### src/rtl/seq_pkg.sv
// Shared constants for the sequence feeder: base encoding, window depth and FSM states.
package seq_pkg;

  localparam int BASE_W = 3;
  localparam int WIN    = 4;

  localparam logic [BASE_W-1:0] BASE_PAD = 3'd0;
  localparam logic [BASE_W-1:0] BASE_A   = 3'd1;
  localparam logic [BASE_W-1:0] BASE_C   = 3'd2;
  localparam logic [BASE_W-1:0] BASE_G   = 3'd3;
  localparam logic [BASE_W-1:0] BASE_T   = 3'd4;
  localparam logic [BASE_W-1:0] BASE_N   = 3'd5;

  typedef enum logic [1:0] {
    ST_IDLE,
    ST_FILL,
    ST_SETTLE,
    ST_RUN
  } state_e;

endpackage

### src/rtl/seq_side_ctrl.sv
// One side (Q or R) of the feeder: length register, RAM read strobe/address and the
// PAD-or-rdata mux that presents the serial base one cycle after the issue.
module seq_side_ctrl
  import seq_pkg::*;
#(
  parameter int ADDR_W = 10,
  parameter int KW     = ADDR_W + 2
) (
  input  logic              clk,
  input  logic              rst,
  input  logic              load_i,
  input  logic [ADDR_W:0]   len_i,
  input  logic              issue_i,
  input  logic [KW-1:0]     k_i,
  output logic              rd_o,
  output logic [ADDR_W-1:0] addr_o,
  input  logic [BASE_W-1:0] rdata_i,
  output logic [BASE_W-1:0] base_o
);

  logic [ADDR_W:0] len_q;
  logic            rd_q;
  logic            in_range;

  assign in_range = (KW'(len_q) > k_i);
  assign rd_o     = issue_i && in_range;
  // Address parks at 0 whenever no read is issued so idle cycles show a clean bus.
  assign addr_o   = rd_o ? k_i[ADDR_W-1:0] : '0;
  assign base_o   = rd_q ? rdata_i : BASE_PAD;

  always_ff @(posedge clk) begin
    if (rst) begin
      len_q <= '0;
      rd_q  <= 1'b0;
    end else begin
      if (load_i) begin
        len_q <= len_i;
      end
      rd_q <= rd_o;
    end
  end

endmodule

### src/rtl/seq_feeder.sv
// Sequence feeder: shifts Q/R bases into the window registers and offers each window
// pair downstream. Define SEQ_FEEDER_STATS_EN to add the stall_cnt output.
module seq_feeder
  import seq_pkg::*;
#(
  parameter int ADDR_W = 10
) (
  input  logic              clk,
  input  logic              rst,
  input  logic              start,
  input  logic [ADDR_W:0]   q_len,
  input  logic [ADDR_W:0]   r_len,
  output logic              q_rd,
  output logic              r_rd,
  output logic [ADDR_W-1:0] q_addr,
  output logic [ADDR_W-1:0] r_addr,
  input  logic [BASE_W-1:0] q_rdata,
  input  logic [BASE_W-1:0] r_rdata,
  output logic [BASE_W-1:0] q_in,
  output logic [BASE_W-1:0] r_in,
  output logic              q_en,
  output logic              r_en,
  output logic              q_dir,
  output logic              r_dir,
  output logic              win_valid,
  input  logic              win_ready,
  output logic              busy,
  output logic              done
`ifdef SEQ_FEEDER_STATS_EN
  ,
  output logic [15:0]       stall_cnt
`endif
);

  localparam int KW = ADDR_W + 2;
  localparam logic [KW-1:0] K_LAST = KW'(WIN - 1);

  state_e          state_q;
  logic [KW-1:0]   k_q;
  logic [KW-1:0]   t_q;
  logic            win_valid_q;
  logic            en_q;
  logic            done_q;

  logic            start_acc;
  logic            accept;
  logic            issue;
  logic [ADDR_W:0] max_len;

  assign start_acc = (state_q == ST_IDLE) && start;
  assign accept    = win_valid_q && win_ready;
  // In RUN the issue is combinational from win_ready so the shift lands in the next cycle.
  assign issue     = (state_q == ST_FILL) || (accept && (k_q < t_q));
  assign max_len   = (q_len >= r_len) ? q_len : r_len;

  always_ff @(posedge clk) begin
    if (rst) begin
      state_q     <= ST_IDLE;
      k_q         <= '0;
      t_q         <= '0;
      win_valid_q <= 1'b0;
      en_q        <= 1'b0;
      done_q      <= 1'b0;
    end else begin
      en_q   <= issue;
      done_q <= 1'b0;
      case (state_q)
        ST_IDLE: begin
          if (start) begin
            state_q <= ST_FILL;
            k_q     <= '0;
            t_q     <= KW'(max_len) + KW'(WIN);
          end
        end
        ST_FILL: begin
          k_q <= k_q + 1'b1;
          if (k_q == K_LAST) begin
            state_q <= ST_SETTLE;
          end
        end
        ST_SETTLE: begin
          win_valid_q <= 1'b1;
          state_q     <= ST_RUN;
        end
        ST_RUN: begin
          if (!win_valid_q) begin
            win_valid_q <= 1'b1;
          end else if (win_ready) begin
            win_valid_q <= 1'b0;
            if (k_q < t_q) begin
              k_q <= k_q + 1'b1;
            end else begin
              done_q  <= 1'b1;
              state_q <= ST_IDLE;
            end
          end
        end
        default: state_q <= ST_IDLE;
      endcase
    end
  end

  seq_side_ctrl #(.ADDR_W(ADDR_W), .KW(KW)) u_q_side (
    .clk     (clk),
    .rst     (rst),
    .load_i  (start_acc),
    .len_i   (q_len),
    .issue_i (issue),
    .k_i     (k_q),
    .rd_o    (q_rd),
    .addr_o  (q_addr),
    .rdata_i (q_rdata),
    .base_o  (q_in)
  );

  seq_side_ctrl #(.ADDR_W(ADDR_W), .KW(KW)) u_r_side (
    .clk     (clk),
    .rst     (rst),
    .load_i  (start_acc),
    .len_i   (r_len),
    .issue_i (issue),
    .k_i     (k_q),
    .rd_o    (r_rd),
    .addr_o  (r_addr),
    .rdata_i (r_rdata),
    .base_o  (r_in)
  );

  assign q_en      = en_q;
  assign r_en      = en_q;
  assign q_dir     = 1'b0;
  assign r_dir     = 1'b1;
  assign win_valid = win_valid_q;
  assign busy      = (state_q != ST_IDLE);
  assign done      = done_q;

`ifdef SEQ_FEEDER_STATS_EN
  logic [15:0] stall_cnt_q;

  always_ff @(posedge clk) begin
    if (rst) begin
      stall_cnt_q <= '0;
    end else if (start_acc) begin
      stall_cnt_q <= '0;
    end else if (win_valid_q && !win_ready && (stall_cnt_q != 16'hFFFF)) begin
      stall_cnt_q <= stall_cnt_q + 16'd1;
    end
  end

  assign stall_cnt = stall_cnt_q;
`endif

endmodule

### config.mk
export PLATFORM = sky130hd
export DESIGN_NAME = seq_feeder
export DESIGN_NICKNAME = d
export VERILOG_FILES = /design/src/rtl/seq_pkg.sv /design/src/rtl/seq_side_ctrl.sv /design/src/rtl/seq_feeder.sv
export SDC_FILE = /design/constraint.sdc
export NUM_CORES = 1
export LEC_CHECK = 0
export ABC_AREA = 1
export CAP_MARGIN = 20
export CELL_PAD_IN_SITES_DETAIL_PLACEMENT = 0
export CELL_PAD_IN_SITES_GLOBAL_PLACEMENT = 1
export CORE_UTILIZATION = 39
export CTS_BUF_LIST = sky130_fd_sc_hd__clkbuf_8
export CTS_CLUSTER_DIAMETER = 100
export CTS_CLUSTER_SIZE = 24
export DETAILED_ROUTE_END_ITERATION = 10
export PLACE_DENSITY_LB_ADDON = 0.1
export SLEW_MARGIN = 20
export SYNTH_ARGS = -nofsm -noshare
export SYNTH_HDL_FRONTEND = slang
export SYNTH_HIERARCHICAL = 1
export SYNTH_SLANG_ARGS = --single-unit
### constraint.sdc
create_clock -name clk -period 3.17 [get_ports clk]
set_clock_uncertainty 0.1 [all_clocks]
set_input_delay 0.634 -clock clk [delete_from_list [all_inputs] [get_ports clk]]
set_output_delay 0.634 -clock clk [all_outputs]
set_load 0.01 [all_outputs]
==> flow_summary_export.csv, run 1 <==
group,metric,value,unit
run_status,status,"finished, final reports clean",
yosys,yosysTopAreaCell,"dfxtp_1",
yosys,synth_common_cells,"nand2_1, inv_1, a21oi_1",
timing,period_share,94.0,%
finish,antennaDiodeCount,0,
finish,nFillCells,1093,
drt,vias,4107,
finish,syn2layout_area_growth,23.9,%
clock_tree,clock_sinks,53,
power,power_density,553,nW/µm²
timing,setup_tns,0,ns
min_path,min_from,"t_q[3]",
floorplan,io_pins,67,
worst_setup_path,ff2ff_path_depth,13,
yosys,synth_top_area_share,25.2,%
drt,viasPerCell,4.73,
drt,wl_per_cell,13.4,µm
yosys,ys_seq_area_share,25.2,%
worst_setup_path,worstReg2RegStart,"t_q[11]",
drt,dr.pass1.iters,4,
floorplan,die_h,106,µm
drt,remaining_drc_errors,0,
flow_run,cap_violations,0,
floorplan,coreArea,10400,µm²
yosys,synth_edf_count,0,
floorplan,start_util,40.6,%
timing,finalHoldViolCount,0,
grt,grt_max_degree,20,
clock_tree,ctsHoldBuffers,0,
worst_setup_path,criticalPathCategory,"flop to output pin",
timing,slew_viol_final,0,
clock_tree,cts_root_buf,"clkbuf_8",
grt,grt_pass1_wl,19.1,mm
placed_design,placed_area,5150,µm²
grt,overflow,0,
placed_design,port_buffers,64,
yosys,yosysWarnings,6,
finish,nNetsFinal,814,
grt,antenna_found_initial,0,
yosys,synth_area_leaders,"dfxtp_1, ha_1, nand2_1",
clock_tree,htreeDepth,2,
yosys,synth_nets,722,
worst_setup_path,worstSetupEndpointType,"output pin",
clock_tree,numCtsBuffers,5,
min_path,min_to,"t_q[3]",
worst_setup_path,critical_path.reg2reg.endpoint,"k_q[4]",
clock_tree,insertion_delay,0.31,ns
timing,period_needed,2.98,ns
finish,fin_util,50.2,%
timing,setup_viol,0,
yosys,ys_ff_latch,53,
yosys,async_flop_share,0,%
finish,seq_area,1060,µm²
yosys,synth-main-ff-cell,"dfxtp_1",
finish,multi_input_area,2600,µm²
grt,globalRouteTotalUtil,21.7,%
floorplan,fp.dieW,106,µm
timing,rsz0062_at_grt,"no",
power,p_leak,0.00250,µW
yosys,synth_area_per_cell,6.58,µm²
floorplan,die-area,11200,µm²
placed_design,place_congestion,0.866,
yosys,yosysMostFrequentCell,"nand2_1",
worst_setup_path,required,2.44,ns
worst_setup_path,crit_arrival,2.24,ns
finish,postLayoutCellArea,5210,µm²
yosys,synthCells,639,
clock_tree,cts_tree,"yes",
floorplan,num_rows,37,
drt,drtIter0Drc,185,
power,finalPower,2880,µW
yosys,ys_types,37,
timing,fmaxAchievable,336,MHz
drt,drtAntennaViolNets,0,
finish,layout-drive-gt1-share,17.5,%
placed_design,place_hpwl,9.41,mm
clock_tree,path_clk_slew,0.09,ns
drt,wirelength,11.6,mm
worst_setup_path,critPathLaunchType,"flop",
min_path,hold_class,"flop to flop",
power,ir_drop,206,µV
worst_setup_path,reg2reg_slack,0.79,ns
worst_setup_path,crit_fanout,6,
clock_tree,cts_max_path_buffers,2,
min_path,holdPathStages,2,
grt,first_global_vias,3852,
yosys,synth_area,4210,µm²
[worst max-delay path, cell delays in order, from the launching register on]
cell	delay (ns)
dfxtp_1	0.34
inv_1	0.06
ha_1	0.31
a21oi_2	0.15
o21ai_1	0.08
nor2_1	0.10
nand2_1	0.09
o21ai_1	0.14
buf_4	0.15
nand2_1	0.06
inv_2	0.09
nand2_4	0.09
inv_2	0.05
clkdlybuf4s15_1	0.22
[through the flow]
step / setup slack (ns) / hold slack (ns) / std cells
after global routing: 0.00416 / 0.392 / 868
after floorplan: 0.572 / 0.333 / 639
after global placement: -0.0525 / 0.354 / 855
after CTS: 0.0196 / 0.368 / 867
after detailed placement: -0.0939 / 0.355 / 855
final: 0.191 / 0.364 / 868
[worst max-delay path by stage]
stage / startpoint / endpoint / slack [ns] / cells past startpoint
floorplan: r_len[2] / t_q[8] / 0.57 / 16
global placement: win_ready / r_addr[9] / -0.05 / 9
detailed placement: win_ready / r_addr[9] / -0.09 / 9
CTS: t_q[11] / r_addr[9] / 0.02 / 13
global route: t_q[11] / q_rd / 0.004 / 13
finish: t_q[11] / q_rd / 0.19 / 13
[sequential cells by signal, indices dropped and copies added (netlist names)]
name,count
u_q_side/rd_q,1
t_q,12
q_en,1
done,1
k_q,12
state_q,2
u_r_side/len_q,11
win_valid,1
u_q_side/len_q,11
u_r_side/rd_q,1
[metal layers]
metal | part of all wire [%] | track usage [%] | vias up
met5 | 0 | 0 | -
met4 | 1.5 | 6.05 | 0
met3 | 3.2 | 2.72 | 10
met2 | 46 | 35.4 | 78
met1 | 50 | 30.0 | 1839
li1 | - | - | 2180
[report_power, final]
part	switching (µW)	internal, µW	total (µW)
clock	225	255	480
combinational	969	572	1540
sequential	73.1	786	859
total	1270	1610	2880
[cells by family after synthesis]
family | count (synthesis) | synth area share (%)
DFF | 53 | 25.2
other | 2 | 0.179
AOI/OAI and AO/OA | 88 | 11.3
and+or+nand+nor | 301 | 33.3
buffers and inverters | 138 | 13.6
xor gates and xnor gates | 6 | 1.25
adders and majority gates | 51 | 15.2
[cells in the final DEF, fill, tap and decap left out, types with 9 or more instances in the layout]
cell and count:
a21oi_1 63, buf_4 38, clkbuf_2 21, clkdlybuf4s50_1 41, dfxtp_1 53, ha_1 51, inv_1 113, nand2_1 166
nand2_2 9, nand3_1 26, nand4_1 10, nor2_1 40, nor2_2 22, o21ai_0 10
[layout make-up]
class	instances	share of cell area, %
clock buffer	6	1.59
clock inverter	2	0.648
inverter	119	8.57
multi-input combinational	450	49.9
sequential	53	20.4
tap	136	3.27
timing repair buffer	102	15.7
[what timing repair did]
item                       in CTS  in global routing
buffers inserted                2                  1
cloned                          2                  0
pin swaps                       3                  1
setup endpoints to repair      22                 22
gates resized for setup        37                 35
Power figures use the tool's default switching activity.
==> inputs of run 2 (changes only) <==
--- a/config.mk
+++ b/config.mk
@@ -6,10 +6,12 @@
 export NUM_CORES = 1
 export LEC_CHECK = 0
 export ABC_AREA = 1
+export ABC_CLOCK_PERIOD_IN_PS = 3500
 export CAP_MARGIN = 20
 export CELL_PAD_IN_SITES_DETAIL_PLACEMENT = 0
 export CELL_PAD_IN_SITES_GLOBAL_PLACEMENT = 1
-export CORE_UTILIZATION = 39
+export CORE_MARGIN = 5
+export CORE_UTILIZATION = 43
 export CTS_BUF_LIST = sky130_fd_sc_hd__clkbuf_8
 export CTS_CLUSTER_DIAMETER = 100
 export CTS_CLUSTER_SIZE = 24
==> constraint.sdc (replaced) <==
create_clock -name clk -period 3.5 [get_ports clk]
set_clock_uncertainty 0.1 [all_clocks]
set_input_delay 0.7 -clock clk [delete_from_list [all_inputs] [get_ports clk]]
set_output_delay 0.7 -clock clk [all_outputs]
set_load 0.01 [all_outputs]
==> flow_summary_export.csv, run 2 (synthesis gave the netlist of run 1 again) <==
group,metric,value,unit
finish,nNetsFinal,798,
placed_design,pre_cts_ws,0.145,ns
finish,nFillCells,996,
flow_run,cap_violations,0,
timing,rsz0062_at_grt,"no",
finish,fin_util,53.6,%
floorplan,coreArea,9640,µm²
power,power_density,500,nW/µm²
timing,period_needed,3.29,ns
drt,remaining_drc_errors,0,
finish,final_common_cell,"nand2_1",
drt,drtAntennaViolNets,0,
floorplan,die_h,109,µm
timing,slew_viol_final,0,
timing,fin_ws,0.205,ns
worst_setup_path,crit_arrival,2.49,ns
floorplan,io_pins,67,
min_path,hold_class,"flop to flop",
finish,syn2layout_area_growth,22.9,%
power,power.share.clock,17.2,%
grt,antenna_found_initial,0,
worst_setup_path,slowest_delay,0.32,ns
finish,reg_top3,"k_q: 12 flops, t_q: 12 flops",
timing,fmaxAchievable,304,MHz
worst_setup_path,reg2reg_slack,1.21,ns
timing,period_share,94.1,%
drt,wl_per_cell,13.5,µm
floorplan,die-area,11900,µm²
worst_setup_path,slowest_stage,"dfxtp_1",
clock_tree,cts_max_path_buffers,2,
power,ir_drop,242,µV
drt,dr.pass1.iters,4,
placed_design,place_congestion,0.900,
power,p_seq_share,30.1,%
run_status,status,"finished, final reports clean",
finish,layout_common_cells,"nand2_1, inv_1, a21oi_1, dfxtp_1, ha_1",
finish,layout-drive-gt1-share,12.8,%
clock_tree,numCtsBuffers,5,
power,finalPower,2590,µW
drt,wirelength,11.5,mm
floorplan,start_util,43.6,%
clock_tree,clock_sinks,53,
grt,overflow,0,
worst_setup_path,critPathLaunchType,"flop",
power,pwr-share-comb,52.7,%
worst_setup_path,required,2.70,ns
finish,antennaDiodeCount,0,
power,p_leak,0.00250,µW
clock_tree,htreeDepth,2,
worst_setup_path,path_cells,"inv_1 -> ha_1 -> a21o_1 -> nand3_1 -> a21oi_1 -> nor2_1 -> nand2_2 -> o21ai_1 -> buf_4 -> nand2_1 -> inv_1 -> nand2_4 -> buf_4 -> nor2_2 -> dlygate4sd2_1",
power,switchingPower,1140,µW
power,p_int,1450,µW
timing,finalHoldViolCount,0,
floorplan,fp.dieW,109,µm
floorplan,num_rows,36,
worst_setup_path,worstSetupEndpointType,"output pin",
grt,grt_max_degree,30,
worst_setup_path,criticalPathCategory,"flop to output pin",
timing,setup_tns,0,ns
drt,viasPerCell,4.81,
clock_tree,cts_tree,"yes",
placed_design,place_hpwl,9.20,mm
grt,globalRouteTotalUtil,20.2,%
power,p_sw_share,43.9,%
placed_design,port_buffers,64,
drt,vias,4081,
clock_tree,insertion_delay,0.31,ns
timing,setup_viol,0,
grt,first_global_vias,3832,
drt,drtIter0Drc,155,
worst_setup_path,crit_fanout,9,
grt,grt_pass1_wl,18.8,mm
clock_tree,ctsHoldBuffers,0,
clock_tree,cts_root_buf,"clkbuf_8",
clock_tree,path_clk_slew,0.10,ns
## run 2: changes by cell type in the layout (fill, tap and decap cells not counted), moves of 2 or more
cell and change:
clkdlybuf4s15_1 +2, buf_4 -15, dlymetal6s2s_1 +2, clkbuf_2 -20, dlygate4sd2_1 +16
## run 2: path summary, 6_finish.rpt
kind,cells past startpoint,end,from
setup reg to reg,12,k_q[4],t_q[5]
hold reg to reg,2,u_q_side/len_q[10],u_q_side/len_q[10]
setup / recovery,15,r_addr[8],t_q[5]
hold / removal,2,u_q_side/len_q[10],u_q_side/len_q[10]
## run 2: critical path: cells and delay by family, from the launching register on
kind / cells / cell delay [ns]
flip-flops: 1 / 0.32
AND/OR/NAND/NOR: 6 / 0.51
AO/OA/AOI/OAI: 3 / 0.34
buffers and inverters: 5 / 0.72
adder cells (fa/ha/maj): 1 / 0.29
## run 2: final cells by class
type / instances / area [µm²] / area share, %
clock buffers: 6 / 82.6 / 1.60
clock inverters: 2 / 37.5 / 0.726
inverters: 119 / 447 / 8.64
multi-input cells: 449 / 2590 / 50.0
flip-flops and latches: 53 / 1060 / 20.5
well taps: 133 / 166 / 3.22
repair buffers: 87 / 788 / 15.2
## run 2: routing by layer
layer,global-route usage [%],vias to the layer above,share of wire [%]
met5,0,-,0
met2,32.8,93,45
li1,-,2151,-
met3,2.43,21,4.0
met4,6.67,0,2.6
met1,27.9,1816,48
## run 2: stage by stage
stage	hold slack, ns	instance area (µm²)	std cells
2_1_floorplan	0.333	4210	639
3_3_place_gp	0.354	5030	837
3_5_place_dp	0.361	5030	837
4_1_cts	0.376	5160	849
5_1_grt	0.396	5170	849
6_report	0.372	5170	849
## run 2: power by group through the flow
stage	registers [µW]	clock network (µW)	logic, µW
CTS	778	456	1370
global placement	789	0	1290
detailed placement	792	0	1310
floorplan	780	0	970
finish	778	446	1360
global route	792	484	1540
## run 2: what timing repair did
item / in CTS / in global routing
buffers inserted: 3 / 0
pin swaps: 2 / 1
endpoints found under the setup margin: 22 / 7
gates cloned: 1 / 0
gates resized for setup: 22 / 9
hold endpoints to repair: 0 / 0
